--- src/rtl/sram_bus_arbiter_pkg.sv ---
// Shared definitions for the SRAM-like bus arbiter: requester ids, access
// size encodings and the layout of one order-FIFO entry.
package sram_bus_arbiter_pkg;

  typedef enum logic {
    ID_I = 1'b0,
    ID_D = 1'b1
  } master_id_t;

  localparam logic [1:0] SIZE_B = 2'b00;
  localparam logic [1:0] SIZE_H = 2'b01;
  localparam logic [1:0] SIZE_W = 2'b10;

  localparam int FIFO_ENTRY_W = 2;

  typedef struct packed {
    master_id_t id;
    logic       discard;
  } order_entry_t;

endpackage

--- src/rtl/sram_bus_arbiter_order_fifo.sv ---
// In-order record of accepted transactions: each entry remembers which
// requester issued it and whether its response must be thrown away.
// A cancel marks every stored fetch entry as discarded in one cycle.
module arb_order_fifo
  import sram_bus_arbiter_pkg::*;
#(
  parameter int DEPTH = 2
) (
  input  logic                       clk,
  input  logic                       resetn,
  input  logic                       push,
  input  order_entry_t               push_entry,
  input  logic                       pop,
  input  logic                       cancel_i,
  output order_entry_t               head,
  output logic [$clog2(DEPTH):0]     count,
  output logic                       empty,
  output logic                       full
);

  localparam int PTR_W = $clog2(DEPTH);
  localparam int CNT_W = PTR_W + 1;

  order_entry_t           mem [DEPTH];
  logic [PTR_W-1:0]       rd_ptr;
  logic [PTR_W-1:0]       wr_ptr;

  // Storage, pointers and occupancy; a push overrides a cancel mark on its own slot.
  always_ff @(posedge clk) begin
    if (!resetn) begin
      rd_ptr <= '0;
      wr_ptr <= '0;
      count  <= '0;
      for (int k = 0; k < DEPTH; k++) begin
        mem[k] <= '{id: ID_I, discard: 1'b0};
      end
    end else begin
      if (cancel_i) begin
        for (int k = 0; k < DEPTH; k++) begin
          if (mem[k].id == ID_I) begin
            mem[k].discard <= 1'b1;
          end
        end
      end
      if (push) begin
        mem[wr_ptr] <= push_entry;
        wr_ptr      <= wr_ptr + PTR_W'(1);
      end
      if (pop) begin
        rd_ptr <= rd_ptr + PTR_W'(1);
      end
      case ({push, pop})
        2'b10:   count <= count + CNT_W'(1);
        2'b01:   count <= count - CNT_W'(1);
        default: count <= count;
      endcase
    end
  end

  assign head  = mem[rd_ptr];
  assign empty = (count == '0);
  assign full  = (count == CNT_W'(DEPTH));

endmodule

--- src/rtl/sram_bus_arbiter.sv ---
// Arbitrates one SRAM-like memory port between instruction fetch (I) and
// load/store (D), routing responses back in issue order and dropping fetch
// responses after a flush.
// Optional build macro ARB_ROUND_ROBIN_EN: alternate grants between the two
// requesters when both ask at once; otherwise D always beats I.
module sram_bus_arbiter
  import sram_bus_arbiter_pkg::*;
#(
  parameter int OT_DEPTH = 2
) (
  input  logic                      clk,
  input  logic                      resetn,
  input  logic                      i_req,
  input  logic [31:0]               i_addr,
  output logic                      i_addr_ok,
  output logic                      i_data_ok,
  output logic [31:0]               i_rdata,
  input  logic                      i_cancel,
  input  logic                      d_req,
  input  logic                      d_wr,
  input  logic [1:0]                d_size,
  input  logic [31:0]               d_addr,
  input  logic [3:0]                d_wstrb,
  input  logic [31:0]               d_wdata,
  output logic                      d_addr_ok,
  output logic                      d_data_ok,
  output logic [31:0]               d_rdata,
  output logic                      s_req,
  output logic                      s_wr,
  output logic [1:0]                s_size,
  output logic [31:0]               s_addr,
  output logic [3:0]                s_wstrb,
  output logic [31:0]               s_wdata,
  input  logic                      s_addr_ok,
  input  logic                      s_data_ok,
  input  logic [31:0]               s_rdata,
  output logic [$clog2(OT_DEPTH):0] ot_cnt,
  output logic                      resp_err
);

  master_id_t   grant;
  master_id_t   lock_id;
  logic         lock_valid;
  logic         grant_req;
  logic         present;
  logic         accept;
  logic         pop;
  logic         fifo_empty;
  logic         fifo_full;
  order_entry_t head;
  order_entry_t push_entry;

`ifdef ARB_ROUND_ROBIN_EN
  master_id_t last_id;

  // Remember who was accepted last so a contested grant goes to the other side.
  always_ff @(posedge clk) begin
    if (!resetn) begin
      last_id <= ID_I;
    end else if (accept) begin
      last_id <= grant;
    end
  end
`endif

  // Pick the requester that owns the slave port this cycle.
  always_comb begin
    grant = ID_D;
    if (lock_valid) begin
      grant = lock_id;
    end else begin
`ifdef ARB_ROUND_ROBIN_EN
      if (d_req && i_req) begin
        grant = (last_id == ID_I) ? ID_D : ID_I;
      end else if (d_req) begin
        grant = ID_D;
      end else begin
        grant = ID_I;
      end
`else
      if (d_req) begin
        grant = ID_D;
      end else begin
        grant = ID_I;
      end
`endif
    end
  end

  assign grant_req = (grant == ID_D) ? d_req : i_req;
  assign s_req     = resetn & grant_req & ~fifo_full;
  assign present   = resetn & (lock_valid | i_req | d_req);
  assign accept    = s_req & s_addr_ok;
  assign i_addr_ok = accept & (grant == ID_I);
  assign d_addr_ok = accept & (grant == ID_D);

  // Drive the slave payload from the granted requester; fetches are fixed word reads.
  always_comb begin
    s_wr    = 1'b0;
    s_size  = 2'b00;
    s_addr  = 32'h0;
    s_wstrb = 4'h0;
    s_wdata = 32'h0;
    if (present) begin
      if (grant == ID_D) begin
        s_wr    = d_wr;
        s_size  = d_size;
        s_addr  = d_addr;
        s_wstrb = d_wstrb;
        s_wdata = d_wdata;
      end else begin
        s_size  = SIZE_W;
        s_addr  = i_addr;
      end
    end
  end

  // Hold the grant on a presented but unaccepted request so its payload stays stable.
  always_ff @(posedge clk) begin
    if (!resetn) begin
      lock_valid <= 1'b0;
      lock_id    <= ID_I;
    end else if (accept) begin
      lock_valid <= 1'b0;
    end else if (s_req) begin
      lock_valid <= 1'b1;
      lock_id    <= grant;
    end
  end

  assign push_entry = '{id: grant, discard: (grant == ID_I) && i_cancel};
  assign pop        = resetn & s_data_ok & ~fifo_empty;

  arb_order_fifo #(
    .DEPTH(OT_DEPTH)
  ) u_order_fifo (
    .clk       (clk),
    .resetn    (resetn),
    .push      (accept),
    .push_entry(push_entry),
    .pop       (pop),
    .cancel_i  (resetn & i_cancel),
    .head      (head),
    .count     (ot_cnt),
    .empty     (fifo_empty),
    .full      (fifo_full)
  );

  assign i_data_ok = pop & (head.id == ID_I) & ~head.discard & ~i_cancel;
  assign d_data_ok = pop & (head.id == ID_D);
  assign i_rdata   = s_rdata;
  assign d_rdata   = s_rdata;

  // Flag a response that arrives with nothing outstanding; stays set until reset.
  always_ff @(posedge clk) begin
    if (!resetn) begin
      resp_err <= 1'b0;
    end else if (s_data_ok && fifo_empty) begin
      resp_err <= 1'b1;
    end
  end

endmodule
--- config.mk ---
export PLATFORM = sky130hd
export DESIGN_NAME = sram_bus_arbiter
export DESIGN_NICKNAME = d
export VERILOG_FILES = /design/src/rtl/sram_bus_arbiter_pkg.sv /design/src/rtl/sram_bus_arbiter_order_fifo.sv /design/src/rtl/sram_bus_arbiter.sv
export SDC_FILE = /design/constraint.sdc
export NUM_CORES = 1
export LEC_CHECK = 0
export ABC_AREA = 1
export CORE_AREA = 2 2 112 114
export CTS_CLUSTER_SIZE = 30
export DETAILED_ROUTE_END_ITERATION = 8
export DIE_AREA = 0 0 114 116
export PLACE_DENSITY = 0.63
export SLEW_MARGIN = 20
export SYNTH_ARGS = -nofsm -noshare
export SYNTH_HDL_FRONTEND = slang
export SYNTH_SLANG_ARGS = --single-unit
--- constraint.sdc ---
create_clock -name clk -period 1.6 [get_ports clk]
set_input_delay 0.32 -clock clk [delete_from_list [all_inputs] [get_ports clk]]
set_output_delay 0.32 -clock clk [all_outputs]
set_load 0.05 [all_outputs]
==> flow_metrics.py, run 1 <==
metrics = {
    "synthesis": {
        "yosys.area.top_type_share": 0.262,
        "synthDistinctLibCells": 25,
        "ys_warn_count": 0,
        "synth_top_family_by_area": "simple AND/OR/NAND/NOR gates",
        "synth_top_area_cell": "buf_4",
        "synth_compound_area_frac": 0.122,
        "yosys.area_share.simple": 0.392,
        "synth_common_cells": "nand2_1 (123), buf_4 (67), nor2_1 (51)",
        "synth.area.top_cells": "buf_4 (26%), nand2_1 (24%), nor2_1 (10%)",
        "synth-edff-count": 4,
        "yosysMostFrequentCell": "nand2_1",
        "synth-async-reset-ratio": 0,
        "synthFlopType": "dfxtp_1",
        "ys_ff_latch": 12,
        "synth_adder_area_share": 0.00651,
        "yosys.area_share.xor_xnor": 0.00456,
        "syn_inst": 346,
        "synthesis.nets": 489,
        "seq_area_frac_synth": 0.146,
        "muxShareOfSynthArea": 0,
        "synth.cell_area_um2": 1920,
        "postSynthAreaPerCell_um2": 5.55,
    },
    "placed_design": {
        "io_buffers": 188,
        "hpwlAfterDp_um": 7430,
        "place_congestion": 0.774,
        "place_ws_ns": -0.505,
        "dp_cells": 640,
    },
    "setup_path": {
        "critPathTopFamily": "buffers and inverters",
        "cp_common_cell": "buf_12",
        "critPathSlowestCell": "dfxtp_4",
        "end_kind": "output pin",
        "r2r_cells": 10,
        "cp.depth": 7,
        "criticalPathCategory": "register to output pin",
        "path_cells": "or2_4, o21ai_4, buf_6, buf_12, buf_12, a21oi_4, buf_12",
        "cp.arrival_ns": 1.62,
        "cp-start-kind": "register",
        "path_max_fanout": 6,
        "cp.required_ns": 1.28,
        "worst-path-buf-inv": 4,
        "crit_path_max_incr_delay_ns": 0.35,
    },
    "grt": {
        "gr-total-overflow": 0,
        "grt_start_max_net_pins": 21,
        "track_usage": 0.142,
        "grt_pass1_wl_um": 14900,
        "grt_antenna_before_repair": 0,
        "grt_pass1_vias": 2961,
    },
    "layout": {
        "nFillCells": 1050,
        "layout.nets": 661,
        "layout-drive-gt1-share": 0.518,
        "syn2layout_area_growth_pct": 210,
        "final_util": 0.500,
        "n_antenna_cell": 0,
        "finalNonFillerCells": 664,
        "register_area_um2": 292,
        "multiInputGateArea_um2": 1840,
    },
    "clock_tree": {
        "cts_hold_buffers": 0,
        "htreeDepth": 1,
        "cts_root_buf": "clkbuf_16",
        "clk_latency_ns": 0.24,
        "cts_buffers": 3,
        "cts.sinks": 12,
        "cts.path.max_buffers": 2,
        "cts_tree": "done",
        "clk_pin_slew_ns": 0.04,
    },
    "timing": {
        "max_clock_freq_mhz": 515,
        "fin_crit_ns": 1.94,
        "layout_setup_ws_ns": -0.342,
        "rsz0062_at_grt": "yes",
        "slew_headroom": 0.790,
        "min_period_over_period": 1.21,
        "finalSetupViolCount": 75,
        "worst_clock_skew_ns": 0.00337,
        "setup_tns_ns": -21.56,
        "worst_pin_slew_ns": 0.312,
        "hold_viol_final": 0,
        "maxSlewViolCount": 0,
    },
    "floorplanning": {
        "initial_core_util": 0.161,
        "num_io_pins": 285,
        "fp.coreArea_um2": 11900,
        "die_x_um": 114,
        "die_y_um": 116,
        "dieArea_um2": 13200,
        "fp-row-count": 40,
    },
    "run": {
        "drv_cap": 0,
    },
    "status": {
        "outcome": "finished, violations left",
        "failed_checks": "negative setup slack",
    },
    "power_and_ir_drop": {
        "p_per_area_nw_per_um2": 538,
        "power_w": 0.00320,
        "vdd_drop_max_v": 0.000283,
        "leakagePower_nw": 2.27,
    },
    "hold_path": {
        "min_path_type": "primary input to register",
        "holdPathStages": 3,
    },
    "route": {
        "viasPerCell": 4.26,
        "first_pass_iters": 4,
        "first_iter_violations": 103,
        "ant_nets": 0,
        "drcViolationCount": 0,
        "drt-wirelength-per-cell_um": 15.4,
        "routed_wirelength_um": 10200,
        "vias": 2826,
    },
}
[power by group]
| part | internal (W) | switching (W) | total, W |
|---|---|---|---|
| Combinational | 0.00119 | 0.00119 | 0.00238 |
| Sequential | 0.000344 | 0.0000208 | 0.000364 |
| Clock | 0.000329 | 0.000134 | 0.000463 |
[layer usage]
layer	track usage	part of all wire
met3	0.0288	0.074
met2	0.269	0.56
met5	0	0
met1	0.163	0.35
met4	0.0382	0.019
[cell type report]
class / instances / share of cell area
Timing Repair Buffer: 249 / 0.587
Multi-Input combinational cell: 237 / 0.309
Sequential cell: 12 / 0.0489
Tap cell: 147 / 0.0309
Clock buffer: 3 / 0.0126
Inverter: 15 / 0.0107
Clock inverter: 1 / 0.000630
[final timing paths]
check / endpoint / start / slack, ns
hold reg to reg: u_order_fifo.rd_ptr / u_order_fifo.rd_ptr / 0.45
hold / removal: resp_err / resetn / 0.40
setup reg to reg: u_order_fifo.mem[0][1] / lock_valid / 0
setup / recovery: s_addr[5] / lock_valid / -0.34
[flip-flops by register name, summed over array words and instances, names as in the netlist, named ones only]
name / flops
u_order_fifo.mem: 4
u_order_fifo.count: 2
lock_id: 1
lock_valid: 1
resp_err: 1
u_order_fifo.rd_ptr: 1
u_order_fifo.wr_ptr: 1
[layout by cell type (no fill, tap or decap), types with 3 or more instances in the layout]
| master | instances |
|---|---|
| a21oi_1 | 4 |
| a21oi_4 | 33 |
| buf_12 | 93 |
| buf_16 | 4 |
| buf_4 | 25 |
| buf_6 | 12 |
| buf_8 | 3 |
| clkbuf_16 | 6 |
| clkdlybuf4s50_1 | 105 |
| dfxtp_1 | 5 |
| dfxtp_4 | 3 |
| edfxtp_1 | 4 |
| inv_1 | 11 |
| inv_2 | 3 |
| nand2_1 | 93 |
| nand2_2 | 29 |
| nand3_1 | 4 |
| nand4_1 | 5 |
| nor2_1 | 6 |
| nor2_4 | 44 |
[worst min-delay path: stages]
cell	delay, ns
clkbuf_2	0.10
nand2_2	0.10
o31ai_1	0.07
[logic make-up after synthesis]
group                    after synthesis
AO/OA/AOI/OAI                         45
XOR/XNOR                               1
adder cells (fa/ha/maj)                1
buffers and inverters                 97
flip-flops                            12
AND/OR/NAND/NOR                      190
[metrics by stage]
step | hold WS, ns | cell area, um^2
3_5_place_dp | 0.449 | 5160
6_report | 0.405 | 5960
5_1_grt | 0.426 | 5960
2_1_floorplan | 0.426 | 2480
4_1_cts | 0.455 | 5790
3_3_place_gp | 0.435 | 5160
[what timing repair did]
item | CTS | global route
cloned | 5 | 3
pin swaps | 7 | 29
setup endpoints to repair | 79 | 83
resized for setup | 79 | 50
setup buffers | 12 | 3
Power figures use the tool's default switching activity.
==> run 2, diff against run 1 <==
- CORE_AREA: 2 2 112 114 -> 2 2 110 112
- DIE_AREA: 0 0 114 116 -> 0 0 112 114
- DONT_BUFFER_PORTS: default -> 1
- PLACE_DENSITY: 0.63 -> 0.32
==> run 2 against run 1 <==
Against the previous run: the run still ends with negative setup slack left; sequential cell count unchanged; global-route usage is 2.5 points lower; first-iteration DRC count down 61%; utilization shrank 10 points; critical path type unchanged; largest cell class unchanged; largest power group unchanged; highest routed layer unchanged.
==> flow_metrics.py, run 2 (synthesis results as in run 1) <==
metrics = {
    "status": {
        "outcome": "finished, violations left",
        "failed_checks": "negative setup slack",
    },
    "layout": {
        "syn2layout_area_growth_pct": 142,
        "finalNonFillerCells": 537,
        "multiInputGateArea_um2": 1810,
        "layout-drive-gt1-share": 0.608,
        "n_antenna_cell": 0,
        "final_area_um2": 4640,
        "reg_top3": "u_order_fifo.mem x4, u_order_fifo.count x2",
        "layout.nets": 534,
        "largest_reg_flops": 4,
        "register_area_um2": 289,
        "nFillCells": 1171,
        "final_cell_mix": "nand2_1 (104), buf_12 (81), a21oi_4 (33), nor2_4 (31), buf_4 (18)",
        "regMostFlops": "u_order_fifo.mem",
        "layout_commonest_cell": "nand2_1",
    },
    "clock_tree": {
        "cts_tree": "done",
        "cts.sinks": 12,
        "cts.path.max_buffers": 2,
        "cts_buffers": 3,
        "htreeDepth": 1,
        "clk_latency_ns": 0.24,
        "cts_root_buf": "clkbuf_16",
        "clk_pin_slew_ns": 0.04,
    },
    "hold_path": {
        "min_path_type": "primary input to register",
    },
    "timing": {
        "max_clock_freq_mhz": 520,
        "min_period_over_period": 1.20,
        "layout_setup_ws_ns": -0.324,
        "worst_clock_skew_ns": 0.00160,
        "rsz0062_at_grt": "yes",
        "worst_pin_slew_ns": 0.504,
        "fin_crit_ns": 1.92,
        "slew_headroom": 0.664,
        "maxSlewViolCount": 0,
        "setup_tns_ns": -22.14,
        "hold_viol_final": 0,
        "finalSetupViolCount": 85,
    },
    "setup_path": {
        "critPathSlowestCell": "dfxtp_2",
        "cp.required_ns": 1.28,
        "path_max_fanout": 8,
        "r2r_setup_slack_ns": -0.20,
        "cp.arrival_ns": 1.60,
        "crit_path_max_incr_delay_ns": 0.33,
        "path_cells": "or2_4, o21ai_4, buf_6, buf_12, buf_16, nor2_2, buf_12",
        "critPathTopFamily": "buffers and inverters",
        "cp-start-kind": "register",
        "worst-path-buf-inv": 4,
        "criticalPathCategory": "register to output pin",
        "cp_common_cell": "buf_12",
        "end_kind": "output pin",
    },
    "floorplanning": {
        "die_x_um": 112,
        "num_io_pins": 285,
        "die_y_um": 114,
        "fp-row-count": 40,
        "dieArea_um2": 12800,
        "fp.coreArea_um2": 11700,
        "initial_core_util": 0.164,
    },
    "power_and_ir_drop": {
        "p_comb_frac": 0.701,
        "leakagePower_nw": 1.77,
        "p_per_area_nw_per_um2": 605,
        "power_switching_share": 0.443,
        "vdd_drop_max_v": 0.000423,
        "seq_power_share": 0.133,
        "switchingPower_w": 0.00124,
        "power_w": 0.00281,
        "p_int_w": 0.00157,
        "clkPwrFrac": 0.166,
    },
    "placed_design": {
        "place_ws_ns": -0.120,
        "dp_cells": 508,
        "hpwlAfterDp_um": 6000,
        "place_congestion": 0.720,
        "io_buffers": 0,
        "placed_cell_area_um2": 3780,
    },
    "route": {
        "vias": 2296,
        "first_pass_iters": 4,
        "ant_nets": 0,
        "first_iter_violations": 40,
        "drt-wirelength-per-cell_um": 15.8,
        "viasPerCell": 4.28,
        "routed_wirelength_um": 8480,
        "drcViolationCount": 0,
    },
    "run": {
        "drv_cap": 0,
    },
    "grt": {
        "track_usage": 0.118,
        "grt_antenna_before_repair": 0,
        "grt_pass1_wl_um": 12100,
        "grt_pass1_vias": 2278,
        "grt_start_max_net_pins": 33,
        "gr-total-overflow": 0,
    },
}
run 2: cell type report:
cell class,count,area share
clock inverters,1,0.000808
multi-input cells,237,0.390
clock buffers,3,0.0162
repair buffers,122,0.476
well taps,147,0.0396
inverters,15,0.0154
flip-flops and latches,12,0.0622
run 2: what timing repair did:
action                                  CTS  global route
hold buffers                              0             0
setup buffers                            15             2
cloned                                    7             4
endpoints found under the setup margin   75            87
pin swaps                                13            17
resized for setup                        67            34
run 2: layer usage:
metal / track usage / vias to the layer above / wire length [um]
met4: 0.0236 / 0 / 99
li1: - / 1112 / -
met1: 0.135 / 1059 / 3120
met2: 0.217 / 109 / 4630
met5: 0 / - / 0
met3: 0.0372 / 16 / 629
run 2: worst register-to-register path, cell delays in order (launching register included):
cell and delay (ns):
dfxtp_2 0.33, buf_4 0.14, nand2_4 0.09, buf_12 0.11, nand3_4 0.09, nand2_4 0.09
buf_4 0.10, buf_4 0.09, buf_4 0.09, buf_6 0.09, nand4_1 0.16, nand2_1 0.14
run 2: path summary, 6_finish.rpt:
| path | from | end | depth (start not counted) |
|---|---|---|---|
| max reg2reg | lock_valid | u_order_fifo.mem[1][1] | 11 |
| min reg2reg | u_order_fifo.rd_ptr | u_order_fifo.rd_ptr | 1 |
| max | lock_valid | s_wdata[29] | 7 |
| min | resetn | u_order_fifo.count[0] | 2 |
run 2: metrics by stage:
step | util | hold WS [ns]
3_3_place_gp | 0.323 | 0.437
3_5_place_dp | 0.323 | 0.440
2_1_floorplan | - | 0.426
4_1_cts | 0.376 | 0.190
5_1_grt | 0.396 | 0.195
6_report | 0.396 | 0.189
run 2: power by group through the flow:
stage,registers [W],logic [W],clock network [W]
4_1_cts,0.000374,0.00189,0.000477
3_5_place_dp,0.000378,0.00163,0
5_1_grt,0.000378,0.00207,0.000502
3_3_place_gp,0.000377,0.00162,0
2_1_floorplan,0.000390,0.00139,0
6_report,0.000374,0.00197,0.000466
